**src/rtl/drive_pkg.sv**
```systemverilog
// Shared definitions for the drive sequencer.
//   state_e     : FSM state encoding, also the HEX display code on oState
//   DIR_*       : H-bridge IN-pair codes (IN1,IN2)
//   ms_divisor  : clock cycles per 1 ms tick, never less than 1
package drive_pkg;

    typedef enum logic [2:0] {
        ST_IDLE  = 3'd0,
        ST_FWD   = 3'd1,
        ST_BRAKE = 3'd2,
        ST_REV   = 3'd3,
        ST_TURN  = 3'd4,
        ST_FAULT = 3'd5
    } state_e;

    localparam logic [1:0] DIR_FWD   = 2'b10;
    localparam logic [1:0] DIR_REV   = 2'b01;
    localparam logic [1:0] DIR_BRK   = 2'b11;
    localparam logic [1:0] DIR_COAST = 2'b00;

    localparam logic [7:0] DUTY_BRAKE = 8'd255;
    localparam logic [7:0] RAMP_STEP  = 8'd8;

    function automatic int unsigned ms_divisor(input int unsigned clk_hz);
        return (clk_hz / 1000 > 0) ? clk_hz / 1000 : 1;
    endfunction

endpackage

```
**src/rtl/duty_ramp.sv**
```systemverilog
// Soft-start ramp generator (used only when SOFT_START_EN is defined).
//   iCLK, iRST : clock, asynchronous active-high reset
//   iRestart   : forces the level back to 0 (state entry)
//   iTick      : 1 ms tick; each tick raises the level by RAMP_STEP
//   iTarget    : level the ramp saturates at (live operator duty)
//   oLevel     : current ramp level, never above iTarget once settled
module duty_ramp
    import drive_pkg::*;
(
    input  logic       iCLK,
    input  logic       iRST,
    input  logic       iRestart,
    input  logic       iTick,
    input  logic [7:0] iTarget,
    output logic [7:0] oLevel
);

    logic [7:0] level_q, level_d;
    logic [8:0] sum;

    always_comb begin
        sum     = {1'b0, level_q} + {1'b0, RAMP_STEP};
        level_d = level_q;
        if (iRestart) begin
            level_d = '0;
        end else if (iTick) begin
            level_d = (sum >= {1'b0, iTarget}) ? iTarget : sum[7:0];
        end else if (level_q > iTarget) begin
            // operator lowered the duty mid-ramp: follow it down at once
            level_d = iTarget;
        end
    end

    always_ff @(posedge iCLK or posedge iRST) begin
        if (iRST) level_q <= '0;
        else      level_q <= level_d;
    end

    assign oLevel = level_q;

endmodule

```
**src/rtl/drive_sequencer.sv**
```systemverilog
// Obstacle-avoidance sequencer between the ultrasonic ranger and two motor
// PWM drivers. Sequences IDLE/FWD/BRAKE/REV/TURN/FAULT from distance samples.
// Optional feature macro: SOFT_START_EN (duty ramps up on FWD/REV/TURN entry).
// Ports:
//   iCLK, iRST        clock, asynchronous active-high reset
//   iEnable           run request (level); low forces IDLE
//   iDistance[15:0]   distance in cm, 0 = no echo
//   iDistValid        one-cycle strobe qualifying iDistance
//   iDuty[7:0]        operator duty, used live every cycle
//   oDutyL/oDutyR     per-motor duty
//   oDirL/oDirR       H-bridge IN pairs (10 fwd, 01 rev, 11 brake, 00 coast)
//   oState[2:0]       state code for display / debug
//   oObstacle         high while the near count is saturated
// All outputs are registered from the state register (one cycle behind it).
module drive_sequencer
    import drive_pkg::*;
#(
    parameter int CLK_HZ     = 50_000_000,
    parameter int STOP_CM    = 20,
    parameter int CLEAR_CM   = 30,
    parameter int CONFIRM_N  = 3,
    parameter int BRAKE_MS   = 100,
    parameter int REVERSE_MS = 400,
    parameter int TURN_MS    = 300,
    parameter int TIMEOUT_MS = 200,
    parameter int MAX_RETRY  = 3
)(
    input  logic        iCLK,
    input  logic        iRST,
    input  logic        iEnable,
    input  logic [15:0] iDistance,
    input  logic        iDistValid,
    input  logic [7:0]  iDuty,
    output logic [7:0]  oDutyL,
    output logic [7:0]  oDutyR,
    output logic [1:0]  oDirL,
    output logic [1:0]  oDirR,
    output logic [2:0]  oState,
    output logic        oObstacle
);

    localparam int unsigned DIV = ms_divisor(CLK_HZ);
    localparam int PW = (DIV > 1) ? $clog2(DIV) : 1;
    localparam logic [PW-1:0] PRE_LAST = PW'(DIV - 1);

    localparam logic [15:0] BRAKE_LAST   = 16'(BRAKE_MS - 1);
    localparam logic [15:0] REV_LAST     = 16'(REVERSE_MS - 1);
    localparam logic [15:0] TURN_LAST    = 16'(TURN_MS - 1);
    localparam logic [15:0] TIMEOUT_LAST = 16'(TIMEOUT_MS - 1);
    localparam logic [7:0]  CONF         = 8'(CONFIRM_N);
    localparam logic [7:0]  RETRY_MAX    = 8'(MAX_RETRY);

    state_e        state_q, state_d;
    logic [PW-1:0] pre_q, pre_d;
    logic          tick;
    logic [15:0]   timer_q, timer_d;
    logic [15:0]   last_q, last_d;
    logic [7:0]    near_q, near_d;
    logic [7:0]    retry_q, retry_d;

    logic [7:0] duty_l_q, duty_l_d, duty_r_q, duty_r_d;
    logic [1:0] dir_l_q, dir_l_d, dir_r_q, dir_r_d;
    logic [2:0] state_out_q, state_out_d;
    logic       obstacle_q, obstacle_d;
    logic [7:0] run_duty_l, run_duty_r;

`ifdef SOFT_START_EN
    logic ramp_restart;
    assign ramp_restart = (state_d != state_q);

    duty_ramp u_ramp_l (
        .iCLK(iCLK), .iRST(iRST), .iRestart(ramp_restart),
        .iTick(tick), .iTarget(iDuty), .oLevel(run_duty_l)
    );
    duty_ramp u_ramp_r (
        .iCLK(iCLK), .iRST(iRST), .iRestart(ramp_restart),
        .iTick(tick), .iTarget(iDuty), .oLevel(run_duty_r)
    );
`else
    assign run_duty_l = iDuty;
    assign run_duty_r = iDuty;
`endif

    // Free-running 1 ms prescaler.
    always_comb begin
        tick  = (pre_q == PRE_LAST);
        pre_d = tick ? '0 : pre_q + 1'b1;
    end

    // Next-state logic. Sample bookkeeping is computed first so that a timer
    // expiry in the same cycle decides on the updated counters.
    always_comb begin
        state_d = state_q;
        timer_d = tick ? timer_q + 1'b1 : timer_q;
        last_d  = last_q;
        near_d  = near_q;
        retry_d = retry_q;

        if (iDistValid && iDistance != 16'd0) begin
            last_d = iDistance;
            if (iDistance < 16'(STOP_CM)) begin
                if (near_q < CONF) near_d = near_q + 1'b1;
            end else begin
                near_d = '0;
            end
        end

        case (state_q)
            ST_IDLE: begin
                near_d  = '0;
                last_d  = '0;
                retry_d = '0;
                if (iEnable) state_d = ST_FWD;
            end
            ST_FWD: begin
                // any strobe, including a no-echo 0, restarts the timeout
                if (iDistValid) timer_d = '0;
                if (near_d >= CONF)
                    state_d = ST_BRAKE;
                else if (!iDistValid && tick && timer_q == TIMEOUT_LAST)
                    state_d = ST_BRAKE;
            end
            ST_BRAKE: if (tick && timer_q == BRAKE_LAST) state_d = ST_REV;
            ST_REV:   if (tick && timer_q == REV_LAST)   state_d = ST_TURN;
            ST_TURN: begin
                if (tick && timer_q == TURN_LAST) begin
                    if (last_d >= 16'(CLEAR_CM)) begin
                        state_d = ST_FWD;
                        retry_d = '0;
                        near_d  = '0;
                    end else begin
                        retry_d = retry_q + 1'b1;
                        state_d = (retry_d >= RETRY_MAX) ? ST_FAULT : ST_BRAKE;
                    end
                end
            end
            ST_FAULT: state_d = ST_FAULT;
            default:  state_d = ST_IDLE;
        endcase

        if (!iEnable) state_d = ST_IDLE;
        if (state_d != state_q) timer_d = '0;
    end

    // Output decode from the current state; registered below.
    always_comb begin
        duty_l_d    = '0;
        duty_r_d    = '0;
        dir_l_d     = DIR_COAST;
        dir_r_d     = DIR_COAST;
        state_out_d = state_q;
        obstacle_d  = (near_q >= CONF);
        case (state_q)
            ST_FWD: begin
                dir_l_d = DIR_FWD;  dir_r_d = DIR_FWD;
                duty_l_d = run_duty_l; duty_r_d = run_duty_r;
            end
            ST_BRAKE: begin
                dir_l_d = DIR_BRK;  dir_r_d = DIR_BRK;
                duty_l_d = DUTY_BRAKE; duty_r_d = DUTY_BRAKE;
            end
            ST_REV: begin
                dir_l_d = DIR_REV;  dir_r_d = DIR_REV;
                duty_l_d = run_duty_l; duty_r_d = run_duty_r;
            end
            ST_TURN: begin
                dir_l_d = DIR_FWD;  dir_r_d = DIR_REV;
                duty_l_d = run_duty_l; duty_r_d = run_duty_r;
            end
            default: ;
        endcase
    end

    always_ff @(posedge iCLK or posedge iRST) begin
        if (iRST) begin
            state_q     <= ST_IDLE;
            pre_q       <= '0;
            timer_q     <= '0;
            last_q      <= '0;
            near_q      <= '0;
            retry_q     <= '0;
            duty_l_q    <= '0;
            duty_r_q    <= '0;
            dir_l_q     <= DIR_COAST;
            dir_r_q     <= DIR_COAST;
            state_out_q <= '0;
            obstacle_q  <= 1'b0;
        end else begin
            state_q     <= state_d;
            pre_q       <= pre_d;
            timer_q     <= timer_d;
            last_q      <= last_d;
            near_q      <= near_d;
            retry_q     <= retry_d;
            duty_l_q    <= duty_l_d;
            duty_r_q    <= duty_r_d;
            dir_l_q     <= dir_l_d;
            dir_r_q     <= dir_r_d;
            state_out_q <= state_out_d;
            obstacle_q  <= obstacle_d;
        end
    end

    assign oDutyL    = duty_l_q;
    assign oDutyR    = duty_r_q;
    assign oDirL     = dir_l_q;
    assign oDirR     = dir_r_q;
    assign oState    = state_out_q;
    assign oObstacle = obstacle_q;

endmodule

```
**config.mk**
```make
export PLATFORM = sky130hd
export DESIGN_NAME = drive_sequencer
export DESIGN_NICKNAME = d
export VERILOG_FILES = /design/src/rtl/drive_pkg.sv /design/src/rtl/duty_ramp.sv /design/src/rtl/drive_sequencer.sv
export SDC_FILE = /design/constraint.sdc
export NUM_CORES = 1
export LEC_CHECK = 0
export CORE_MARGIN = 2
export CORE_UTILIZATION = 25
export CTS_CLUSTER_SIZE = 28
export DETAILED_ROUTE_END_ITERATION = 12
export DONT_BUFFER_PORTS = 1
export PLACE_DENSITY_LB_ADDON = 0.08
export SLEW_MARGIN = 30
export SYNTH_ARGS = -nofsm -noshare
export SYNTH_HDL_FRONTEND = slang
export SYNTH_SLANG_ARGS = --single-unit
export TNS_END_PERCENT = 5
```
**constraint.sdc**
```tcl
create_clock -name iCLK -period 3.66 [get_ports iCLK]
set_input_delay 0.366 -clock iCLK [delete_from_list [all_inputs] [get_ports iCLK]]
set_output_delay 0.366 -clock iCLK [all_outputs]
set_load 0.005 [all_outputs]
```
==> PnR_summary.wiki <==
{| class="wikitable"
! Metric !! Value
|-
| Result of the run || finished, final reports clean
|-
| Vias || 3157
|-
| Required time at the endpoint of the critical path || 3.87 ns
|-
| FF-to-FF Start || timer_q[0]$_DFF_PP0_
|-
| Post-synthesis share of cell area spent on xor and xnor gates || 6.41%
|-
| Number of buffers on the longest clock path || 2
|-
| Hold Path Origin || iDuty[0]
|-
| Post-detailed-placement half-perimeter wirelength || 7510 um
|-
| Crit start category || register
|-
| Part of the Yosys area used for sequential elements || 46.9%
|-
| Highest clock frequency the design can meet || 0.329 GHz
|-
| Synthesized area || 0.00437 sq mm
|-
| # IOs || 52
|-
| Internal power component || 1.55 mW
|-
| Initial antenna violation count || 0
|-
| Origin of the worst setup path || timer_q[0]$_DFF_PP0_
|-
| Portion of synthesized cell area occupied by the leading cell type || 46.9%
|-
| Part of the cycle the worst path needs || 83.0%
|-
| Net switching power || 0.524 mW
|-
| Clock H-tree levels || 3
|-
| Horizontal die dimension || 136 um
|-
| Distinct cells, synth || 65
|-
| Number of nets still failing antenna checks after routing || 0
|-
| Die height || 136 um
|-
| Total Neg Setup Slack || 0 ns
|-
| Synth area leaders || dfrtp_1, xor2_1, nand2_1
|-
| First-pass GRT wire length || 17500 um
|-
| Worst Setup End Kind || register
|-
| Clock tree from TritonCTS || built
|-
| Clock period minus final worst setup slack || 3.04 ns
|-
| Maximum clock skew at final layout || 0.0107 ns
|-
| Clock tree root buffer cell || clkbuf_16
|-
| Synthesized-area fraction occupied by ao, oa, aoi and oai cells || 12.0%
|-
| GRT Overall Usage || 12.4%
|-
| Post-synth EDFFs || 0
|-
| Cell taking the most area after synthesis || dfrtp_1
|-
| Max transition margin || 44.7%
|-
| Clock latency on the worst-skew pair || 0.34 ns
|-
| Clock network fraction of design power || 44.7%
|-
| Number of DRC violations after detailed routing || 0
|-
| IO buf count || 0
|-
| Average cell area after synthesis || 9.87 sq um
|-
| Unrepaired setup endpoints after global routing || false
|-
| Vias in the first global route || 3225
|-
| # nets final || 474
|-
| Async set-or-reset flop fraction in the synthesized netlist || 100%
|-
| Share of cells above drive strength 1 || 13.7%
|-
| Number of post-CTS setup repair buffers || 0
|-
| Total clock buffers created by CTS || 9
|-
| Final global-route overflow total || 0
|-
| Relative contribution of combinational cells to total power || 8.7%
|-
| Worst Tran Pin Value || 0.826 ns
|-
| Warning count from the yosys run || 0
|-
| Initial Util || 25.5%
|-
| Floorplan row count || 48
|-
| Multiplexer share of the synthesized area || 3.20%
|-
| Synth-to-layout area growth || 12.1%
|-
| Largest net degree at the start of global routing || 33
|-
| Crit path arrival time || 3.25 ns
|-
| 1st-iter DRT viols || 143
|-
| Power Density || 424 mW/mm^2
|-
| Post-detailed-route wirelength per cell || 15.8 um
|-
| Max-capacitance violation count || 0
|-
| Share of power burned in registers || 46.6%
|-
| Post-synthesis register bit count || 82
|-
| Final setup vio count || 0
|-
| Number of sinks driven by the clock tree || 82
|-
| Post-route core utilization || 28.5%
|-
| Core Region || 0.0172 sq mm
|-
| IR drop worst, VDD || 0.215 mV
|-
| Placer Congestion || 0.796
|-
| Pleak || 2.09 nW
|-
| Largest family of logic cells by synthesized area || simple AND/OR/NAND/NOR gates
|-
| Synthesized netlist cell count || 443
|-
| Number of detailed-routing iterations run before antenna repair || 4
|-
| Clk pin slew, worst setup/hold paths || 0.06 ns
|-
| Antenna diodes || 0
|-
| Sum of routed wire length over all layers || 10600 um
|-
| Adder and majority gate portion of the synthesized area || 1.43%
|-
| Resized Gates After CTS || 0
|-
| Hold Crit Class || in -> reg
|-
| Net switching fraction of the power || 25.2%
|-
| Largest fanout of any net on the critical path || 16
|-
| Area post-placement || 0.00458 sq mm
|-
| Total Die Area || 0.0186 sq mm
|-
| Net count after synthesis || 476
|-
| Kind of critical path || reg -> reg
|-
| Hold Vio Cnt, Final || 0
|-
| Number of vias per cell || 4.70
|-
| Post-Layout Inst Area || 0.00490 sq mm
|-
| Main flop type after synthesis || dfrtp_1
|-
| Slew Viols, Final || 0
|-
| Synth Area in Simple Gates || 25.5%
|}
[cells in the final DEF (no fill, tap or decap), types with 5 or more instances in the layout]
cell type	count
dfrtp_1	82
nand2_1	47
nor2_1	37
o21ai_0	24
nand3_1	24
xor2_1	24
a21oi_1	16
mux2i_1	14
nor3_1	13
nor3_2	11
and3_1	10
buf_4	10
clkbuf_16	9
nor4_1	8
xnor2_1	8
and2_1	7
inv_1	7
nand4_1	7
nor2b_1	6
o31ai_1	5
ha_1	5
[cells in the mapped netlist (3+ instances only)]
library cell,number
a211oi_1,3
a21boi_0,3
a21oi_1,16
a31o_2,3
and2_1,7
and3_1,10
and4_1,3
buf_4,10
buf_6,3
clkbuf_1,9
dfrtp_1,82
ha_1,5
inv_1,8
mux2i_1,14
nand2_1,47
nand3_1,24
nand4_1,7
nor2_1,37
nor2b_1,6
nor3_1,14
nor3_2,10
nor4_1,9
o21ai_0,24
o31ai_1,5
or4_1,3
xnor2_1,8
xor2_1,24
[stage by stage]
| stage | setup slack, ns | std cells | hold slack [ns] | total power [mW] |
|---|---|---|---|---|
| finish | 0.622 | 671 | 0.143 | 2.08 |
| CTS | 0.413 | 670 | 0.124 | 2.12 |
| global route | 0.360 | 671 | 0.139 | 2.18 |
| global placement | 0.443 | 653 | 0.262 | 1.17 |
| detailed placement | 0.415 | 653 | 0.261 | 1.17 |
| floorplan | 0.898 | 443 | 0.418 | 1.13 |
[registers in the layout, summed over array words and instances, names as in the netlist]
name,flops
pre_q,16
timer_q,16
last_q,15
near_q,8
oDutyR,8
retry_q,8
oState,3
state_out_d,3
oDirL,2
oDirR,2
oObstacle,1
[power by group through the flow]
stage	sequential [mW]	combinational [mW]	clock [mW]
floorplan	0.975	0.158	0
global placement	0.986	0.181	0
detailed placement	0.986	0.181	0
CTS	0.968	0.183	0.971
global route	0.974	0.207	1.00
finish	0.968	0.182	0.929
[layer usage]
layer | up-vias | wire length [um] | part of all wire [%] | GRT usage (%)
met5 | - | 0 | 0 | 0
met4 | 0 | 153 | 1.4 | 4.57
met3 | 10 | 501 | 4.7 | 3.50
met2 | 57 | 4640 | 44 | 18.4
met1 | 1521 | 5290 | 50 | 17.0
li1 | 1569 | - | - | -
[area by class of cell]
class / count / area [sq um]
clock buffer: 11 / 243
clock inverter: 5 / 61.3
fill: 1820 / 12300
inverter: 8 / 31.3
multi-input combinational: 328 / 2140
sequential: 82 / 2050
tap: 225 / 282
timing repair buffer: 12 / 96.3
[kinds of logic after synthesis]
| kind of cell | count (synthesis) |
|---|---|
| AND/OR/NAND/NOR | 202 |
| flip-flops | 82 |
| AO/OA/AOI/OAI | 75 |
| buffers and inverters | 33 |
| XOR/XNOR | 32 |
| multiplexers | 14 |
| adder cells (fa/ha/maj) | 5 |
[timing repair]
action	CTS	global route
setup endpoints to repair	0	0
hold buffers	1	0
endpoints found under the hold margin	20	0
[path summary, 6_finish.rpt]
check	to	slack, ns	depth (start not counted)
min in group asynchronous	pre_q[12]$_DFF_PP0_	0.47	2
max in group asynchronous	oDirL[1]$_DFF_PP0_	2.42	3
hold / removal	oDutyR[0]$_DFF_PP0_	0.14	2
setup / recovery	timer_q[1]$_DFF_PP0_	0.62	9
setup reg to reg	timer_q[1]$_DFF_PP0_	0.62	9
hold reg to reg	pre_q[0]$_DFF_PP0_	0.46	1
[worst max-delay path, cell delays in order, from the launching register on]
cell	delay, ns
dfrtp_1	0.42
ha_1	0.21
nor3b_1	0.34
nand4_1	0.27
or4_1	0.61
a311oi_1	0.29
nand3_1	0.20
a31oi_4	0.19
buf_4	0.28
nor3_1	0.09
(Power assumes the default switching activity.)
